===== config.mk =====
export PLATFORM = sky130hd
export DESIGN_NAME = fp_convert_seq_flat
export DESIGN_NICKNAME = d
export VERILOG_FILES = /design/src/rtl/fp_convert_seq_if.sv /design/src/rtl/fp_convert_seq.sv /design/src/flat_wrapper.sv
export SDC_FILE = /design/constraint.sdc
export NUM_CORES = 1
export LEC_CHECK = 0
export CORE_MARGIN = 2
export CORE_UTILIZATION = 46
export DETAILED_ROUTE_END_ITERATION = 7
export GPL_TIMING_DRIVEN = 0
export MAX_ROUTING_LAYER = met4
export PLACE_DENSITY = 0.69
export RECOVER_POWER = 25
export SETUP_SLACK_MARGIN = 0.15
export SLEW_MARGIN = 10
export SYNTH_ARGS = -nofsm -noshare
export SYNTH_HDL_FRONTEND = slang
export SYNTH_SLANG_ARGS = --single-unit

===== constraint.sdc =====
create_clock -name clk -period 4.8 [get_ports clk]
set_clock_uncertainty 0.1 [all_clocks]
set_input_delay 1.2 -clock clk [delete_from_list [all_inputs] [get_ports clk]]
set_output_delay 1.2 -clock clk [all_outputs]
set_load 0.01 [all_outputs]

===== src/rtl/fp_convert_seq_if.sv =====
// Handshake bundle for the 12-bit to 8-bit floating-point conversion sequencer.
// The producer drives D/in_valid. The consumer drives out_ready.
// The sequencer drives everything else.
interface fp_convert_seq_if;
  logic        in_valid;
  logic        in_ready;
  logic [11:0] D;
  logic        out_valid;
  logic        out_ready;
  logic        S;
  logic [2:0]  E;
  logic [3:0]  F;
  logic        busy;

  // Front end / back end view: supplies samples and accepts results
  modport master (
    output in_valid, D, out_ready,
    input  in_ready, out_valid, S, E, F, busy
  );

  // Sequencer view
  modport slave (
    input  in_valid, D, out_ready,
    output in_ready, out_valid, S, E, F, busy
  );
endinterface


===== src/rtl/fp_convert_seq.sv =====
// Multi-cycle 12-bit two's-complement to S/E/F (1/3/4) floating-point converter.
// The datapath works in four steps:
//   1. Take the magnitude of the sample.
//   2. Normalise it one bit per clock while counting the exponent down.
//   3. Round on the fifth bit, with exponent carry and saturation.
//   4. Hold the result until the consumer takes it.
module fp_convert_seq (
  input  logic               clk,
  input  logic               rst,
  fp_convert_seq_if.slave    bus
);

  typedef enum logic [1:0] {IDLE, NORM, ROUND, DONE} state_t;

  state_t      state_reg, state_next;
  logic        sign_reg, sign_next;
  logic        sat_reg, sat_next;
  logic [10:0] w_reg, w_next;
  logic [2:0]  ecnt_reg, ecnt_next;
  logic        s_reg, s_next;
  logic [2:0]  e_reg, e_next;
  logic [3:0]  f_reg, f_next;

  logic [11:0] mag;
  logic [3:0]  frac;
  logic        fifth;
  logic        norm_step;

  // The magnitude of -2048 is 12'h800, which only fits because mag keeps all 12 bits.
  assign mag   = bus.D[11] ? (~bus.D + 12'd1) : bus.D;
  assign frac  = w_reg[10:7];
  assign fifth = w_reg[6];

  // Keep shifting until the leading one reaches bit 10 or the exponent bottoms out.
  assign norm_step = !sat_reg && !w_reg[10] && (ecnt_reg != 3'd0);

  // The handshake outputs decode straight from state, so reset clears them at once.
  assign bus.in_ready  = (state_reg == IDLE);
  assign bus.out_valid = (state_reg == DONE);
  assign bus.busy      = (state_reg != IDLE);
  assign bus.S         = s_reg;
  assign bus.E         = e_reg;
  assign bus.F         = f_reg;

  // State and datapath registers; rst aborts any conversion in flight.
  always_ff @(posedge clk or posedge rst) begin
    if (rst) begin
      state_reg <= IDLE;
      sign_reg  <= 1'b0;
      sat_reg   <= 1'b0;
      w_reg     <= 11'd0;
      ecnt_reg  <= 3'd0;
      s_reg     <= 1'b0;
      e_reg     <= 3'd0;
      f_reg     <= 4'd0;
    end else begin
      state_reg <= state_next;
      sign_reg  <= sign_next;
      sat_reg   <= sat_next;
      w_reg     <= w_next;
      ecnt_reg  <= ecnt_next;
      s_reg     <= s_next;
      e_reg     <= e_next;
      f_reg     <= f_next;
    end
  end

  // Next-state and datapath update for each sequencing step.
  always_comb begin
    state_next = state_reg;
    sign_next  = sign_reg;
    sat_next   = sat_reg;
    w_next     = w_reg;
    ecnt_next  = ecnt_reg;
    s_next     = s_reg;
    e_next     = e_reg;
    f_next     = f_reg;

    unique case (state_reg)
      IDLE: begin
        if (bus.in_valid) begin
          sign_next  = bus.D[11];
          sat_next   = (mag == 12'h800);
          w_next     = mag[10:0];
          ecnt_next  = 3'd7;
          state_next = NORM;
        end
      end

      NORM: begin
        if (norm_step) begin
          w_next    = {w_reg[9:0], 1'b0};
          ecnt_next = ecnt_reg - 3'd1;
        end else begin
          state_next = ROUND;
        end
      end

      ROUND: begin
        s_next = sign_reg;
        if (sat_reg) begin
          e_next = 3'd7;
          f_next = 4'b1111;
        end else if (!fifth) begin
          e_next = ecnt_reg;
          f_next = frac;
        end else if (frac != 4'b1111) begin
          e_next = ecnt_reg;
          f_next = frac + 4'd1;
        end else if (ecnt_reg != 3'd7) begin
          // The significand overflowed, so renormalise into the next exponent.
          e_next = ecnt_reg + 3'd1;
          f_next = 4'b1000;
        end else begin
          // The exponent has no headroom left, so clamp to the largest code.
          e_next = 3'd7;
          f_next = 4'b1111;
        end
        state_next = DONE;
      end

      DONE: begin
        // A new sample is not accepted here, even alongside out_ready.
        if (bus.out_ready) begin
          state_next = IDLE;
        end
      end

      default: begin
        state_next = IDLE;
      end
    endcase
  end

endmodule


===== src/flat_wrapper.sv =====
// flat-port wrapper written by rule: the top's interface ports become plain ports
module fp_convert_seq_flat 
  (clk, rst, bus_in_valid, bus_D, bus_out_ready, bus_in_ready, bus_out_valid, bus_S, bus_E, bus_F, bus_busy);
  fp_convert_seq_if bus_i ();
  input  logic clk;
  input  logic rst;
  input wire logic [$bits(bus_i.in_valid)-1:0] bus_in_valid;
  input wire logic [$bits(bus_i.D)-1:0] bus_D;
  input wire logic [$bits(bus_i.out_ready)-1:0] bus_out_ready;
  output wire logic [$bits(bus_i.in_ready)-1:0] bus_in_ready;
  output wire logic [$bits(bus_i.out_valid)-1:0] bus_out_valid;
  output wire logic [$bits(bus_i.S)-1:0] bus_S;
  output wire logic [$bits(bus_i.E)-1:0] bus_E;
  output wire logic [$bits(bus_i.F)-1:0] bus_F;
  output wire logic [$bits(bus_i.busy)-1:0] bus_busy;
  assign bus_i.in_valid = bus_in_valid;
  assign bus_i.D = bus_D;
  assign bus_i.out_ready = bus_out_ready;
  assign bus_in_ready = bus_i.in_ready;
  assign bus_out_valid = bus_i.out_valid;
  assign bus_S = bus_i.S;
  assign bus_E = bus_i.E;
  assign bus_F = bus_i.F;
  assign bus_busy = bus_i.busy;
  fp_convert_seq u_core (.clk(clk), .rst(rst), .bus(bus_i));
endmodule

==> results.py, run 1 <==
metrics = {
    "yosys": {
        "synth_area_leaders": "dfrtp_1 41%, ha_1 7.1%, nor2_1 4.0%",
        "yosysSeqAreaShare_pct": 40.75,
        "yosysMostFrequentCell": "dfrtp_1",
        "ys_seq_elements": 26,
        "synth_top_area_share_pct": 40.75,
        "synth_top_cell_by_area": "dfrtp_1",
        "ys_top_cells_by_count": "26 x dfrtp_1, 17 x nor2_1, 15 x inv_1",
        "synth_edf_count": 0,
        "async_flop_share_pct": 100.0,
        "synth-main-ff-cell": "dfrtp_1",
        "synth_fp_nets": 202,
        "yosysWarnings": 0,
        "syn_area_per_cell_um2": 9.020,
        "synth_area_um2": 1597,
        "ys_types": 38,
        "synthCells": 177,
    },
    "setup_path": {
        "arrival_ns": 1.74,
        "crit_family": "buffers and inverters",
        "ff2ff_path_depth": 7,
        "crit_fanout": 7,
        "path_cells": "inv_1 > ha_1 > clkdlybuf4s50_1",
        "crit_start": "u_core.state_reg[0]",
        "crit_path_end_kind": "output port",
        "cpMaxStageDelayCell": "clkdlybuf4s50_1",
        "max_stage_delay_ns": 0.58,
        "required_ns": 3.50,
        "critical_path_class": "reg2out",
        "cp.depth": 3,
        "start_kind": "register",
        "rr_startpoint": "u_core.state_reg[1]",
        "critPathBufInv": 2,
    },
    "detailed_routing": {
        "top_layer_used": "met4",
        "wl_um": 3265,
        "dr_total_vias": 1364,
        "first_pass_iters": 4,
        "drtIter0Drc": 59,
        "route.detailed.drc": 0,
        "met1Wirelength_um": 1415,
        "dr_wl_met2_um": 1667,
        "viasPerCell": 5.391,
        "ant_nets": 0,
        "routedWlPerCell_um": 12.91,
        "met3_length_um": 119,
    },
    "floorplanning": {
        "coreArea_um2": 3337,
        "num_rows": 21,
        "initial_utilization_pct": 47.84,
        "die_area_um2": 3958,
        "io_pins": 27,
        "die_y_um": 62.91,
        "die_x_um": 62.91,
    },
    "sta": {
        "maxSlewViolCount": 0,
        "worst_pin_slew_ns": 0.9686,
        "rsz0062_at_grt": "false",
        "period_share_pct": 63.38,
        "maxSlewHeadroom_pct": 35.35,
        "tns_ns": 0,
        "hold_viol": 0,
        "max_freq_mhz": 328.7,
        "finalCriticalPeriod_ns": 3.042,
        "setup_violations": 0,
    },
    "clock_tree": {
        "cts_made_buffers": 3,
        "cts_tree": "yes",
        "cts_resized": 0,
        "cts.sinks": 26,
        "post_cts_buffers": 0,
        "cts.htree.levels": 1,
        "clk_pin_slew_worst_paths_ns": 0.15,
        "root_buffer": "clkbuf_4",
        "cts_hold_buf": 0,
        "clk_latency_ns": 0.34,
        "cts_buffer_depth": 2,
    },
    "cells_and_area": {
        "largest_reg_flops": 11,
        "n_antenna_cell": 0,
        "regArea_um2": 650.6,
        "drive_gt1_share_pct": 6.280,
        "multi_input_area_um2": 867.1,
        "nFillCells": 317,
        "synthToLayoutAreaGrowth_pct": 23.20,
        "nets": 233,
        "layout.cells.non_filler": 253,
    },
    "hold_path": {
        "min_from": "u_core.bus.F[2]",
        "holdPathStages": 1,
        "holdCritPathClass": "reg2reg",
    },
    "global_routing": {
        "grt_usage_pct": 18.30,
        "grt_overflow_total": 0,
        "grt_pass1_wl_um": 5664,
        "antenna_found_initial": 0,
        "grt_max_degree": 27,
        "first_global_vias": 1341,
    },
    "run_status": {
        "status": "finished clean",
    },
    "placement": {
        "dp_hpwl_um": 2582,
        "finalWeightedCongestion": 0.7864,
        "buffer_ports.inserted": 26,
        "place_inst": 249,
    },
    "pwr": {
        "leakage_uw": 0.0008437,
        "power.density_nw_per_um2": 581.5,
        "irDropWorstVdd_v": 0.0001760,
    },
    "job": {
        "cap_violations": 0,
    },
}
[worst register-to-register path, delay by kind of cell, from the launching register on]
kind | cells | cell delay (ns)
AOI/OAI and AO/OA | 4 | 1.00
adders and majority gates | 1 | 0.15
DFF | 1 | 0.44
buffers and inverters | 2 | 0.40
[where the power goes]
part,switching (uW),internal (uW)
sequential,68.9,310
combinational,333,276
clock,70.6,84.6
[metal layers]
metal	track usage, %	vias up
met5	-	-
met4	6.667	0
met3	1.802	7
met2	33.11	27
met1	20.86	638
li1	-	692
[cell families (layout without fill, tap and decap cells)]
| kind of cell | after synthesis | in the layout | share of synthesized area, % |
|---|---|---|---|
| fa+ha+maj | 9 | 9 | 7.053 |
| compound gates | 52 | 52 | 20.45 |
| flops | 26 | 26 | 40.75 |
| mux | 8 | 8 | 5.407 |
| xor+xnor | 8 | 8 | 4.389 |
| simple gates | 53 | 53 | 17.01 |
| buf+inv | 21 | 51 | 4.937 |
[cells in the final DEF, fill, tap and decap left out, types with 2 or more instances in the layout]
cell type,Yosys,layout
clkbuf_4,0,3
mux2_2,5,5
a211oi_1,3,3
xor2_1,6,6
a31oi_1,6,6
o21ai_0,11,11
xnor2_1,2,2
nand2b_1,3,3
inv_1,15,15
a21oi_1,12,12
o211ai_1,2,2
nand3b_1,2,2
o22ai_1,4,4
nand3_1,6,6
o41ai_1,2,2
clkbuf_1,6,6
nand2_1,13,13
clkdlybuf4s50_1,0,24
nor2_1,17,17
mux2i_1,3,3
dfrtp_1,26,26
o21ai_1,3,3
ha_1,9,9
nor2b_1,2,2
nor3_1,4,4
dlygate4sd3_1,0,2
[stage by stage]
step	utilization, %	worst slack (ns)	hold slack [ns]	power [uW]	instance area [um^2]
floorplan	-	2.249	0.3495	800.0	1597
global placement	57.37	1.684	0.3606	973.8	1914
detailed placement	57.37	1.643	0.3810	994.7	1914
CTS	58.94	1.754	0.4152	1150	1967
global route	58.94	1.667	0.4340	1245	1967
finish	58.94	1.758	0.4105	1144	1967
[cell type report]
| cell class | instances | area share [%] |
|---|---|---|
| Clock inverter | 1 | 1.527 |
| Inverter | 15 | 2.863 |
| Multi-Input combinational cell | 130 | 44.08 |
| Tap cell | 46 | 2.926 |
| Sequential cell | 26 | 33.08 |
| Clock buffer | 3 | 1.145 |
| Timing Repair Buffer | 26 | 13.23 |
| Buffer | 6 | 1.145 |
[worst paths after layout]
path                                    endpoint  slack (ns)
worst max register to register  u_core.w_reg[10]        2.64
worst min register to register   u_core.bus.F[2]        0.41
worst max-delay path                bus_in_ready        1.76
max in group asynchronous         u_core.sat_reg        2.60
min in group asynchronous        u_core.bus.F[0]        1.40
worst min-delay path             u_core.bus.F[2]        0.41
Power figures use the tool's default switching activity.
==> run 2: changes to the inputs <==
==> constraint.sdc (replaced) <==
create_clock -name clk -period 3.1 [get_ports clk]
set_clock_uncertainty 0.1 [all_clocks]
set_input_delay 0.775 -clock clk [delete_from_list [all_inputs] [get_ports clk]]
set_output_delay 0.775 -clock clk [all_outputs]
set_load 0.01 [all_outputs]
==> results of run 2 <==
Same layout as run 1 (identical final DEF). Status: finished clean.
Main changes from that run: setup slack after placement 1.643 ns -> 0.3677 ns; setup slack after layout 1.758 ns -> 0.4827 ns; register-to-register setup slack 2.64 ns -> 0.94 ns; total power 1144 uW -> 1771 uW; worst IR drop on VDD 0.0001760 V -> 0.0002725 V
